--- src/rtl/sp_fifo_pkg.sv ---
// Shared constants for the single-port-RAM FIFO: default widths and the
// depth / occupancy-count width derived from the RAM address width.
package sp_fifo_pkg;

  localparam int DEF_DW = 16;
  localparam int DEF_AW = 8;

  function automatic int depth_of(input int aw);
    return 1 << aw;
  endfunction

  // Room for a full RAM plus the write buffer and the output register.
  function automatic int count_width(input int aw);
    return aw + 2;
  endfunction

endpackage

--- src/rtl/sp_fifo_ctrl.sv ---
// FIFO controller driving a single-port RAM: one read or one write per cycle,
// with a one-word write buffer in front and a one-word output register behind.
module sp_fifo_ctrl
  import sp_fifo_pkg::*;
#(
  parameter int DW = DEF_DW,
  parameter int AW = DEF_AW
) (
  input  logic                        clk,
  input  logic                        rst_n,
  input  logic                        in_valid,
  output logic                        in_ready,
  input  logic [DW-1:0]               in_data,
  output logic                        out_valid,
  input  logic                        out_ready,
  output logic [DW-1:0]               out_data,
  output logic [count_width(AW)-1:0]  count,
  output logic                        ram_ce,
  output logic                        ram_we,
  output logic [AW-1:0]               ram_addr,
  output logic [DW-1:0]               ram_wdata,
  input  logic [DW-1:0]               ram_rdata
);

  localparam int          DEPTH = depth_of(AW);
  localparam int          CW    = count_width(AW);
  localparam logic [AW:0] FULL  = (AW+1)'(DEPTH);

  logic          wb_vld;
  logic [DW-1:0] wb_data;
  logic          rd_inflight;
  logic          ob_vld;
  logic [DW-1:0] ob_data;
  logic [AW-1:0] wptr;
  logic [AW-1:0] rptr;
  logic [AW:0]   ram_cnt;

  logic read_go;
  logic write_go;
  logic push;
  logic pop;

  // Reads win; a read is never followed by another read because of
  // rd_inflight, so a waiting write always gets the next slot.
  always_comb begin
    read_go  = (ram_cnt != '0) && !rd_inflight && (!ob_vld || out_ready);
    write_go = wb_vld && !read_go && (ram_cnt != FULL);
  end

  assign push = in_valid && !wb_vld;
  assign pop  = ob_vld && out_ready;

  assign ram_ce    = read_go || write_go;
  assign ram_we    = write_go;
  assign ram_addr  = write_go ? wptr : rptr;
  assign ram_wdata = wb_data;

  assign in_ready  = !wb_vld;
  assign out_valid = ob_vld;
  assign out_data  = ob_data;
  assign count     = CW'(ram_cnt) + CW'(wb_vld) + CW'(rd_inflight) + CW'(ob_vld);

  always_ff @(posedge clk or negedge rst_n) begin
    if (!rst_n) begin
      wptr    <= '0;
      rptr    <= '0;
      ram_cnt <= '0;
    end else begin
      if (write_go) begin
        wptr    <= wptr + 1'b1;
        ram_cnt <= ram_cnt + 1'b1;
      end else if (read_go) begin
        rptr    <= rptr + 1'b1;
        ram_cnt <= ram_cnt - 1'b1;
      end
    end
  end

  // A push can only land while the buffer is empty, so it never collides
  // with the buffer draining into the RAM.
  always_ff @(posedge clk or negedge rst_n) begin
    if (!rst_n) begin
      wb_vld  <= 1'b0;
      wb_data <= '0;
    end else if (push) begin
      wb_vld  <= 1'b1;
      wb_data <= in_data;
    end else if (write_go) begin
      wb_vld  <= 1'b0;
    end
  end

  always_ff @(posedge clk or negedge rst_n) begin
    if (!rst_n) begin
      rd_inflight <= 1'b0;
      ob_vld      <= 1'b0;
      ob_data     <= '0;
    end else begin
      rd_inflight <= read_go;
      if (rd_inflight) begin
        ob_vld  <= 1'b1;
        ob_data <= ram_rdata;
      end else if (pop) begin
        ob_vld  <= 1'b0;
      end
    end
  end

endmodule

--- config.mk ---
export PLATFORM = sky130hd
export DESIGN_NAME = sp_fifo_ctrl
export DESIGN_NICKNAME = d
export VERILOG_FILES = /design/src/rtl/sp_fifo_pkg.sv /design/src/rtl/sp_fifo_ctrl.sv
export SDC_FILE = /design/constraint.sdc
export NUM_CORES = 1
export LEC_CHECK = 0
export BUFFER_PORTS_ARGS = -buffer_cell sky130_fd_sc_hd__buf_2
export CAP_MARGIN = 5
export CORE_ASPECT_RATIO = 0.5
export CORE_UTILIZATION = 46
export DETAILED_ROUTE_END_ITERATION = 10
export PLACE_DENSITY = 0.8
export SETUP_SLACK_MARGIN = 0.05
export SYNTH_ARGS = -nofsm -noshare
export SYNTH_HDL_FRONTEND = slang
export SYNTH_SLANG_ARGS = --single-unit
--- constraint.sdc ---
create_clock -name clk -period 2.9 [get_ports clk]
set_input_delay 0 -clock clk [delete_from_list [all_inputs] [get_ports clk]]
set_output_delay 0 -clock clk [all_outputs]
set_load 0.02 [all_outputs]
==> results of run 1 <==
==> cell usage in the layout (no fill, tap or decap), types with 2 or more instances in the layout <==
cell type       n
a21o_1          4
a21oi_1         4
and3_1          3
and4_1          2
buf_2          89
buf_4          12
clkbuf_16       9
clkbuf_8        2
dfrtp_1        60
dlygate4sd3_1  34
fa_1            3
ha_1           11
inv_1           6
inv_2           2
mux2_2         33
nand2_1        39
nand3_1         6
nand4_1         5
nor2_1          8
nor3_1          3
nor4_4          2
o21ai_0         2
o21ai_1         7
xnor2_1        22
xor2_1          7
==> what timing repair did <==
item,in CTS,in global routing
resized for setup,3,3
pin swaps,1,3
hold buffers,34,0
buffers inserted,0,3
endpoints found under the setup margin,2,3
hold endpoints to repair,60,0
==> power by group through the flow <==
stage / clock network [mW] / registers, mW / logic, mW
2_1_floorplan: 0 / 1.90 / 2.09
3_3_place_gp: 0 / 1.60 / 3.18
3_5_place_dp: 0 / 1.64 / 3.28
4_1_cts: 1.04 / 1.63 / 3.37
5_1_grt: 1.08 / 1.69 / 3.77
6_report: 1.02 / 1.64 / 3.48
==> path summary, 6_finish.rpt <==
path / start / cells after the start / slack [ps] / to
max: ram_cnt[4] / 12 / 140 / ram_cnt[8]
min: out_ready / 3 / 170 / rd_inflight
max reg2reg: ram_cnt[4] / 12 / 140 / ram_cnt[8]
min reg2reg: wptr[7] / 1 / 470 / wptr[7]
max in group asynchronous: rst_n / 3 / 1820 / ram_wdata[15]
min in group asynchronous: rst_n / 2 / 230 / ram_wdata[14]
==> cell type report <==
cell class | instances | area [µm²]
Timing Repair Buffer | 136 | 896
Multi-Input combinational cell | 179 | 1440
Inverter | 8 | 30.0
Fill cell | 442 | 1890
Clock buffer | 12 | 256
Clock inverter | 2 | 35.0
Tap cell | 88 | 110
Sequential cell | 60 | 1500
==> metal layers <==
metal	vias up	part of all wire	track usage	wire (µm)
met4	0	0.0097	0.0751	68
met5	-	0	0	0
met1	1218	0.41	0.246	2900
met2	60	0.54	0.404	3780
li1	1153	-	-	-
met3	9	0.038	0.0536	264
==> worst reg2reg max path: cells and delay by family (launching register included) <==
| kind | cells | cell delay [ps] |
|---|---|---|
| AND/OR/NAND/NOR | 3 | 610 |
| AO/OA/AOI/OAI | 3 | 450 |
| multiplexers | 1 | 140 |
| adder cells (fa/ha/maj) | 1 | 440 |
| XOR/XNOR | 1 | 160 |
| buffers and inverters | 3 | 380 |
| flip-flops | 1 | 460 |
==> through the flow <==
step / TNS (ps) / hold slack, ps
CTS: 0 / 222
global route: 0 / 224
global placement: 0 / 25.0
finish: 0 / 175
detailed placement: -8.36 / 44.3
floorplan: 0 / -296
==> kinds of logic after synthesis <==
logic type	after synthesis
AO/OA/AOI/OAI	28
XOR/XNOR	29
adder cells (fa/ha/maj)	14
buffers and inverters	15
flip-flops	60
multiplexers	35
AND/OR/NAND/NOR	73
==> flip-flops by register name (all words and copies together), names as in the netlist <==
name         cells
rd_inflight      1
ram_cnt          9
out_data        16
rptr             8
wptr             8
out_valid        1
wb_vld           1
ram_wdata       16
==> flow_metrics.env, run 1 <==
export IMPL_status="complete, no violations"
export IMPL_rsz0062_at_grt="true"
export IMPL_synth_top_family_by_area="multiplexers"
export IMPL_synth_net_count=304
export IMPL_synthAdderAreaFrac=0.0663
export IMPL_initial_core_util=0.484
export IMPL_dp_cells=434
export IMPL_seqPwrFrac=0.267
export IMPL_clkPwrFrac=0.167
export IMPL_synthXorXnorAreaFrac=0.0852
export IMPL_cts_root_buf="clkbuf_16"
export IMPL_drt_iter0_markers=177
export IMPL_yosys_top_cells_area="dfrtp_1 (50%), mux2_2 (12%), xnor2_1 (6.5%)"
export IMPL_dr_pass1_iters=4
export IMPL_drive_gt1_frac=0.408
export IMPL_synth_compound_area_frac=0.0684
export IMPL_port_buffer_count=89
export IMPL_syn_area_um2=2980
export IMPL_die_h_um=58.9
export IMPL_grt_antenna_before_repair=0
export IMPL_grt_pass1_wl_mm=11.2
export IMPL_report_final_setup_viol=0
export IMPL_cp_required_ps=3100
export IMPL_async_flop_share=1.00
export IMPL_areaGrowthSynthToFinish_pct=43.2
export IMPL_synth_mux_area_frac=0.133
export IMPL_internal_power_mw=3.47
export IMPL_ir_drop_uv=594
export IMPL_yosys_area_share_simple=0.122
export IMPL_io_pins=90
export IMPL_hold_violations=0
export IMPL_arrival_ps=2960
export IMPL_cts_htree_levels=3
export IMPL_grt_pass1_vias=2429
export IMPL_dp_slack_ps=-8.36
export IMPL_p_sw_mw=2.67
export IMPL_clock_latency_ps=320
export IMPL_slew_violations=0
export IMPL_cts_sinks=60
export IMPL_switching_share=0.435
export IMPL_synth_top_area_cell="dfrtp_1"
export IMPL_via_per_inst=5.03
export IMPL_final_util=0.693
export IMPL_synth_most_common_cell="dfrtp_1"
export IMPL_numCtsBuffers=9
export IMPL_ys_flop_type="dfrtp_1"
export IMPL_p_leak_nw=2.02
export IMPL_ys_warn_count=0
export IMPL_overflow=0
export IMPL_via_count=2440
export IMPL_crit_path_start_kind="register"
export IMPL_fin_skew_ps=7.09
export IMPL_cts_buffer_depth=2
export IMPL_clk_pin_slew_ps=50
export IMPL_wire_per_inst_um=14.5
export IMPL_final_cells=485
export IMPL_fmax_ghz=0.362
export IMPL_hpwl_mm=4.60
export IMPL_grt_max_degree=34
export IMPL_yosys_register_bits=60
export IMPL_cap_viol_max_count=0
export IMPL_row_count=20
export IMPL_core_area_um2=6160
export IMPL_synth_cell_types=40
export IMPL_wl_mm=7.01
export IMPL_design_area_um2=4270
export IMPL_die_w_um=116
export IMPL_path_cells="nor4_4, buf_4, nand3_1, o211ai_4, buf_12, inv_2, fa_1, nand2b_1, a21oi_2, a21oi_1, mux2i_1, xnor2_1"
export IMPL_synth_edf_count=0
export IMPL_die_area_um2=6820
export IMPL_cp_slowest_stage_delay_ps=460
export IMPL_gp_congestion=0.921
export IMPL_grtUsageTotal=0.217
export IMPL_syn_inst=254
export IMPL_critPathBufInv=3
export IMPL_critPathCaptureType="register"
export IMPL_diodes=0
export IMPL_ant_nets=0
export IMPL_cts_tree="done"
export IMPL_slowest_stage="dfrtp_1"
export IMPL_fin_ws_ps=139
export IMPL_relSlewSlack=0.598
export IMPL_hold_path_class="primary input to register"
export IMPL_critical_path_class="register to register"
export IMPL_dpl_cell_area_um2=3580
export IMPL_finalNetCount=444
export IMPL_syn_area_per_cell_um2=11.7
export IMPL_tightest_slew_ps=604
export IMPL_synthTopCellsByCount="dfrtp_1 (60), nand2_1 (39), mux2_2 (33), xnor2_1 (22), ha_1 (11)"
export IMPL_synth_top_area_share=0.504
export IMPL_fin_crit_sh=0.952
export IMPL_design_power_total_mw=6.14
export IMPL_route_detailed_drc=0
export IMPL_crit_fanout=9
export IMPL_yosysSeqAreaShare=0.504
export IMPL_cp_top_family="simple AND/OR/NAND/NOR gates"
export IMPL_combPwrFrac=0.566
export IMPL_power_density_nw_per_um2=1440
export IMPL_fin_crit_ps=2760
Note: power is estimated with default switching activity, not from simulation.
==> inputs of run 2 (changes only) <==
--- a/config.mk
+++ b/config.mk
@@ -10,7 +10,7 @@
 export CORE_ASPECT_RATIO = 0.5
 export CORE_UTILIZATION = 46
 export DETAILED_ROUTE_END_ITERATION = 10
-export PLACE_DENSITY = 0.8
+export PLACE_DENSITY = 0.78
 export SETUP_SLACK_MARGIN = 0.05
 export SYNTH_ARGS = -nofsm -noshare
 export SYNTH_HDL_FRONTEND = slang
==> flow_metrics.env, run 2 (synthesis results as in run 1) <==
export IMPL_status="complete, no violations"
export IMPL_die_area_um2=6820
export IMPL_grt_pass1_vias=2508
export IMPL_via_per_inst=5.00
export IMPL_via_count=2426
export IMPL_wl_mm=7.33
export IMPL_cts_root_buf="clkbuf_16"
export IMPL_cts_htree_levels=3
export IMPL_areaGrowthSynthToFinish_pct=44.0
export IMPL_io_pins=90
export IMPL_grtUsageTotal=0.225
export IMPL_fin_skew_ps=4.20
export IMPL_seqPwrFrac=0.264
export IMPL_combPwrFrac=0.554
export IMPL_report_final_setup_viol=0
export IMPL_critical_path_class="register to register"
export IMPL_hold_ws_ps=246
export IMPL_design_area_um2=4290
export IMPL_rrSetupSlack_ps=110
export IMPL_grt_busiest_layer="met2"
export IMPL_final_cells=485
export IMPL_cp_required_ps=3100
export IMPL_slew_violations=0
export IMPL_met3_usage=0.0669
export IMPL_grt_max_degree=38
export IMPL_drt_iter0_markers=136
export IMPL_grt_pass1_wl_mm=11.5
export IMPL_clock_latency_ps=320
export IMPL_relSlewSlack=0.450
export IMPL_row_count=20
export IMPL_fmax_ghz=0.358
export IMPL_fin_crit_ps=2790
export IMPL_fin_crit_sh=0.963
export IMPL_switching_share=0.434
export IMPL_die_h_um=58.9
export IMPL_cts_tree="done"
export IMPL_fillerInstances=433
export IMPL_crit_path_start_kind="register"
export IMPL_dpl_cell_area_um2=3580
export IMPL_drive_gt1_frac=0.416
export IMPL_grtUsageMet2=0.425
export IMPL_numCtsBuffers=9
export IMPL_critPathCaptureType="register"
export IMPL_p_leak_nw=2.02
export IMPL_die_w_um=116
export IMPL_tightest_slew_ps=825
export IMPL_arrival_ps=2990
export IMPL_cts_sinks=60
export IMPL_final_cell_mix="buf_2 (89), dfrtp_1 (58), nand2_1 (39), dlygate4sd3_1 (34), mux2_2 (33)"
export IMPL_cap_viol_max_count=0
export IMPL_p_sw_mw=2.72
export IMPL_power_density_nw_per_um2=1460
export IMPL_route_detailed_drc=0
export IMPL_dr_pass1_iters=4
export IMPL_hpwl_mm=4.54
export IMPL_crit_fanout=5
export IMPL_multi_input_area_um2=1460
export IMPL_hold_violations=0
export IMPL_hold_path_class="primary input to register"
export IMPL_ant_nets=0
export IMPL_grtUsageMet1=0.246
export IMPL_gp_congestion=0.798
export IMPL_final_common_cell="buf_2"
export IMPL_rsz0062_at_grt="false"
export IMPL_clkPwrFrac=0.182
export IMPL_port_buffer_count=89
export IMPL_ir_drop_uv=774
export IMPL_design_power_total_mw=6.26
export IMPL_clk_pin_slew_ps=50
export IMPL_finalNetCount=443
export IMPL_cts_buffer_depth=2
export IMPL_dp_cells=435
export IMPL_initial_core_util=0.484
export IMPL_internal_power_mw=3.54
export IMPL_core_area_um2=6160
export IMPL_seq_area_um2=1500
export IMPL_diodes=0
export IMPL_wire_per_inst_um=15.1
export IMPL_grt_antenna_before_repair=0
export IMPL_overflow=0
run 2: layout make-up:
type                    count  share of cell area
clock buffers              11              0.0589
well taps                  88              0.0256
inverters                   8             0.00700
flip-flops and latches     60               0.350
multi-input cells         180               0.339
clock inverters             4              0.0169
repair buffers            134               0.202
run 2: power by group through the flow:
stage | clock [mW] | sequential, mW | combinational [mW]
final | 1.14 | 1.65 | 3.47
after global routing | 1.20 | 1.70 | 3.76
after CTS | 1.15 | 1.63 | 3.37
after detailed placement | 0 | 1.63 | 3.30
after global placement | 0 | 1.59 | 3.19
after floorplan | 0 | 1.90 | 2.09
run 2: critical path: stages, from the launching register on:
cell and delay [ps]:
dfrtp_1 410, nor4_4 440, and2_1 290, o211ai_4 140
ha_1 360, a211oi_2 250, nor3_1 110, a2111oi_2 410
xor2_1 180, o21ai_1 80
run 2: what timing repair did:
action	CTS	global route
buffers inserted	0	0
pin swaps	0	2
endpoints found under the hold margin	69	0
gates resized for setup	1	7
endpoints found under the setup margin	2	3
cloned	0	1
hold buffers	34	0
run 2: metal layers:
metal | wire [µm] | vias up
li1 | - | 1155
met1 | 3010 | 1196
met2 | 3880 | 63
met3 | 304 | 12
met4 | 132 | 0
met5 | 0 | -
run 2: path summary, 6_finish.rpt:
| check | from | to | cells past startpoint |
|---|---|---|---|
| setup reg to reg | ram_cnt[1] | ram_cnt[7] | 9 |
| hold / removal | out_ready | out_valid | 3 |
| setup / recovery | ram_cnt[1] | ram_cnt[7] | 9 |
| max in group asynchronous | rst_n | ram_wdata[14] | 3 |
| min in group asynchronous | rst_n | ram_wdata[13] | 2 |
| hold reg to reg | wptr[7] | wptr[7] | 1 |
run 2: metrics by stage:
stage | setup TNS [ps] | util | setup slack (ps)
after floorplan | 0 | - | 46.7
after global placement | 0 | 0.582 | 153
after detailed placement | -4.81 | 0.582 | -4.81
after CTS | 0 | 0.692 | 65.8
after global routing | 0 | 0.697 | 6.04
final | 0 | 0.697 | 109
==> inputs of run 3 (changes only) <==
--- a/config.mk
+++ b/config.mk
@@ -5,12 +5,13 @@
 export SDC_FILE = /design/constraint.sdc
 export NUM_CORES = 1
 export LEC_CHECK = 0
+export ABC_AREA = 1
 export BUFFER_PORTS_ARGS = -buffer_cell sky130_fd_sc_hd__buf_2
 export CAP_MARGIN = 5
 export CORE_ASPECT_RATIO = 0.5
-export CORE_UTILIZATION = 46
+export CORE_UTILIZATION = 47
 export DETAILED_ROUTE_END_ITERATION = 10
-export PLACE_DENSITY = 0.78
+export PLACE_DENSITY = 0.79
 export SETUP_SLACK_MARGIN = 0.05
 export SYNTH_ARGS = -nofsm -noshare
 export SYNTH_HDL_FRONTEND = slang
==> flow_metrics.env, run 3 <==
export IMPL_grt_pass1_wl_mm=12.5
export IMPL_yosys_register_bits=60
export IMPL_die_h_um=60.1
export IMPL_core_area_um2=6280
export IMPL_crit_fanout=22
export IMPL_cp_num_cells=15
export IMPL_synth_net_count=367
export IMPL_numCtsBuffers=9
export IMPL_synth_cell_types=30
export IMPL_finalNetCount=495
export IMPL_power_density_nw_per_um2=1400
export IMPL_relSlewSlack=0.434
export IMPL_syn_area_um2=3170
export IMPL_dr_pass1_iters=4
export IMPL_cp_top_family="simple AND/OR/NAND/NOR gates"
export IMPL_wl_mm=7.56
export IMPL_cts_htree_levels=3
export IMPL_cap_viol_max_count=0
export IMPL_path_cells="nor2_1, nand2_1, nor2_1, nand2_1, nand2_1, nand2_2, buf_4, ha_1, nand3_1, nand2_1, nand4_1, nand3_1, nand2_1, nand2_1, nand2_1"
export IMPL_reg2regPathDepth=15
export IMPL_via_count=2643
export IMPL_final_cells=538
export IMPL_row_count=20
export IMPL_report_final_setup_viol=0
export IMPL_dp_slack_ps=303
export IMPL_gp_congestion=0.896
export IMPL_grtUsageTotal=0.232
export IMPL_fin_crit_sh=0.890
export IMPL_cp_slowest_stage_delay_ps=440
export IMPL_route_met2_wl_mm=3.70
export IMPL_cp_required_ps=3120
export IMPL_critical_path_class="register to register"
export IMPL_via_per_inst=4.91
export IMPL_arrival_ps=2800
export IMPL_synth_top_area_share=0.473
export IMPL_grt_max_degree=41
export IMPL_cts_setup_buffers=0
export IMPL_async_flop_share=1.00
export IMPL_ys_flop_type="dfrtp_1"
export IMPL_fin_crit_ps=2580
export IMPL_fin_ws_ps=319
export IMPL_slowest_stage="dfrtp_1"
export IMPL_drt_iter0_markers=144
export IMPL_wire_per_inst_um=14.1
export IMPL_fin_skew_ps=5.10
export IMPL_clk_pin_slew_ps=50
export IMPL_synth_edf_count=0
export IMPL_endpoint="ram_cnt[7]"
export IMPL_critPathBufInv=1
export IMPL_io_pins=90
export IMPL_rrSetupSlack_ps=320
export IMPL_diodes=0
export IMPL_clock_latency_ps=330
export IMPL_ir_drop_uv=552
export IMPL_yosysSeqAreaShare=0.473
export IMPL_slew_violations=0
export IMPL_ant_nets=0
export IMPL_cts_buffer_depth=2
export IMPL_grt_pass1_vias=2570
export IMPL_dr_wl_met3_um=416
export IMPL_worstHoldStart="out_ready"
export IMPL_final_cell_mix="buf_2 (89), nand2_1 (74), dfrtp_1 (60), dlygate4sd3_1 (33)"
export IMPL_route_detailed_drc=0
export IMPL_synth_most_common_cell="nand2_1"
export IMPL_synth_top_area_cell="dfrtp_1"
export IMPL_p_leak_nw=2.18
export IMPL_rsz0062_at_grt="false"
export IMPL_crit_top_cell="nand2_1"
export IMPL_worstReg2RegStart="ram_cnt[5]"
export IMPL_port_buffer_count=89
export IMPL_grt_antenna_before_repair=0
export IMPL_hold_ws_ps=2.16
export IMPL_setup_worst_path_start="ram_cnt[5]"
export IMPL_cts_sinks=60
export IMPL_cts_root_buf="clkbuf_16"
export IMPL_fmax_ghz=0.388
export IMPL_critPathCaptureType="register"
export IMPL_cts_tree="done"
export IMPL_tightest_slew_ps=849
export IMPL_yosys_top_cells_area="dfrtp_1 (47%), mux2_2 (11%), nand2_1 (8.8%)"
export IMPL_initial_core_util=0.505
export IMPL_crit_path_start_kind="register"
export IMPL_status="complete, no violations"
export IMPL_drive_gt1_frac=0.347
export IMPL_highest_layer="met4"
export IMPL_overflow=0
export IMPL_hold_path_class="primary input to register"
export IMPL_hold_violations=0
export IMPL_ys_warn_count=0
export IMPL_die_w_um=118
export IMPL_synthTopCellsByCount="nand2_1 (74), dfrtp_1 (60), inv_1 (32), mux2_2 (32), nand3_1 (21)"
export IMPL_wl_met1_mm=3.36
export IMPL_areaGrowthSynthToFinish_pct=36.1
export IMPL_hpwl_mm=4.78
export IMPL_final_common_cell="buf_2"
export IMPL_dp_cells=489
export IMPL_syn_area_per_cell_um2=10.0
export IMPL_regToRegEndpoint="ram_cnt[7]"
export IMPL_die_area_um2=7100
export IMPL_syn_inst=317
export IMPL_tns_ps=0
==> run 3: area by class of cell <==
class	instances	area, µm²
tap	88	110
clock inverter	7	98.8
sequential	60	1500
timing repair buffer	126	806
multi-input combinational	216	1460
inverter	32	120
clock buffer	9	225
fill	463	1960
==> run 3: repair_timing <==
| item | in CTS | in global routing |
|---|---|---|
| endpoints found under the hold margin | 71 | 0 |
| endpoints found under the setup margin | 0 | 2 |
| gates resized for setup | 0 | 1 |
| hold buffers | 33 | 0 |
==> run 3: tightest hold or removal path, delay by kind of cell <==
kind	cells	cell delay (ps)
compound gates	1	60
buf+inv	3	230
==> run 3: worst min-delay path by stage <==
stage | end | slack, ps | cells after the start
6_report | out_valid | 2 | 4
5_1_grt | out_valid | 10 | 4
3_3_place_gp | out_data[11] | 150 | 1
2_1_floorplan | out_data[0] | -300 | 0
3_5_place_dp | out_data[11] | 160 | 1
4_1_cts | out_valid | 0.9 | 4
==> run 3: per-stage QoR <==
step,utilization,cell area [µm²],power [mW]
floorplan,-,3170,4.03
global placement,0.583,3660,4.71
detailed placement,0.583,3660,4.82
CTS,0.688,4320,6.04
global route,0.688,4320,6.50
finish,0.688,4320,6.05
==> run 3: report_power, final <==
| group | internal [mW] | switching [mW] | leakage [nW] | total, mW |
|---|---|---|---|---|
| clock network | 0.757 | 0.399 | 0.156 | 1.16 |
| registers | 1.26 | 0.329 | 0.722 | 1.59 |
| logic | 1.26 | 2.05 | 1.30 | 3.31 |
==> run 3: cells by family (layout without fill, tap and decap cells) <==
family | after synthesis | count (layout) | synth area share
mux | 32 | 32 | 0.114
fa+ha+maj | 14 | 14 | 0.0623
simple gates | 121 | 121 | 0.167
xor+xnor | 20 | 20 | 0.0552
compound gates | 29 | 29 | 0.0611
flops | 60 | 60 | 0.473
buf+inv | 41 | 174 | 0.0674
==> run 3: metal layers <==
metal,global-route usage,up-vias
li1,-,1295
met1,0.288,1250
met2,0.396,87
met3,0.0763,11
met4,0.0678,0
met5,0,-
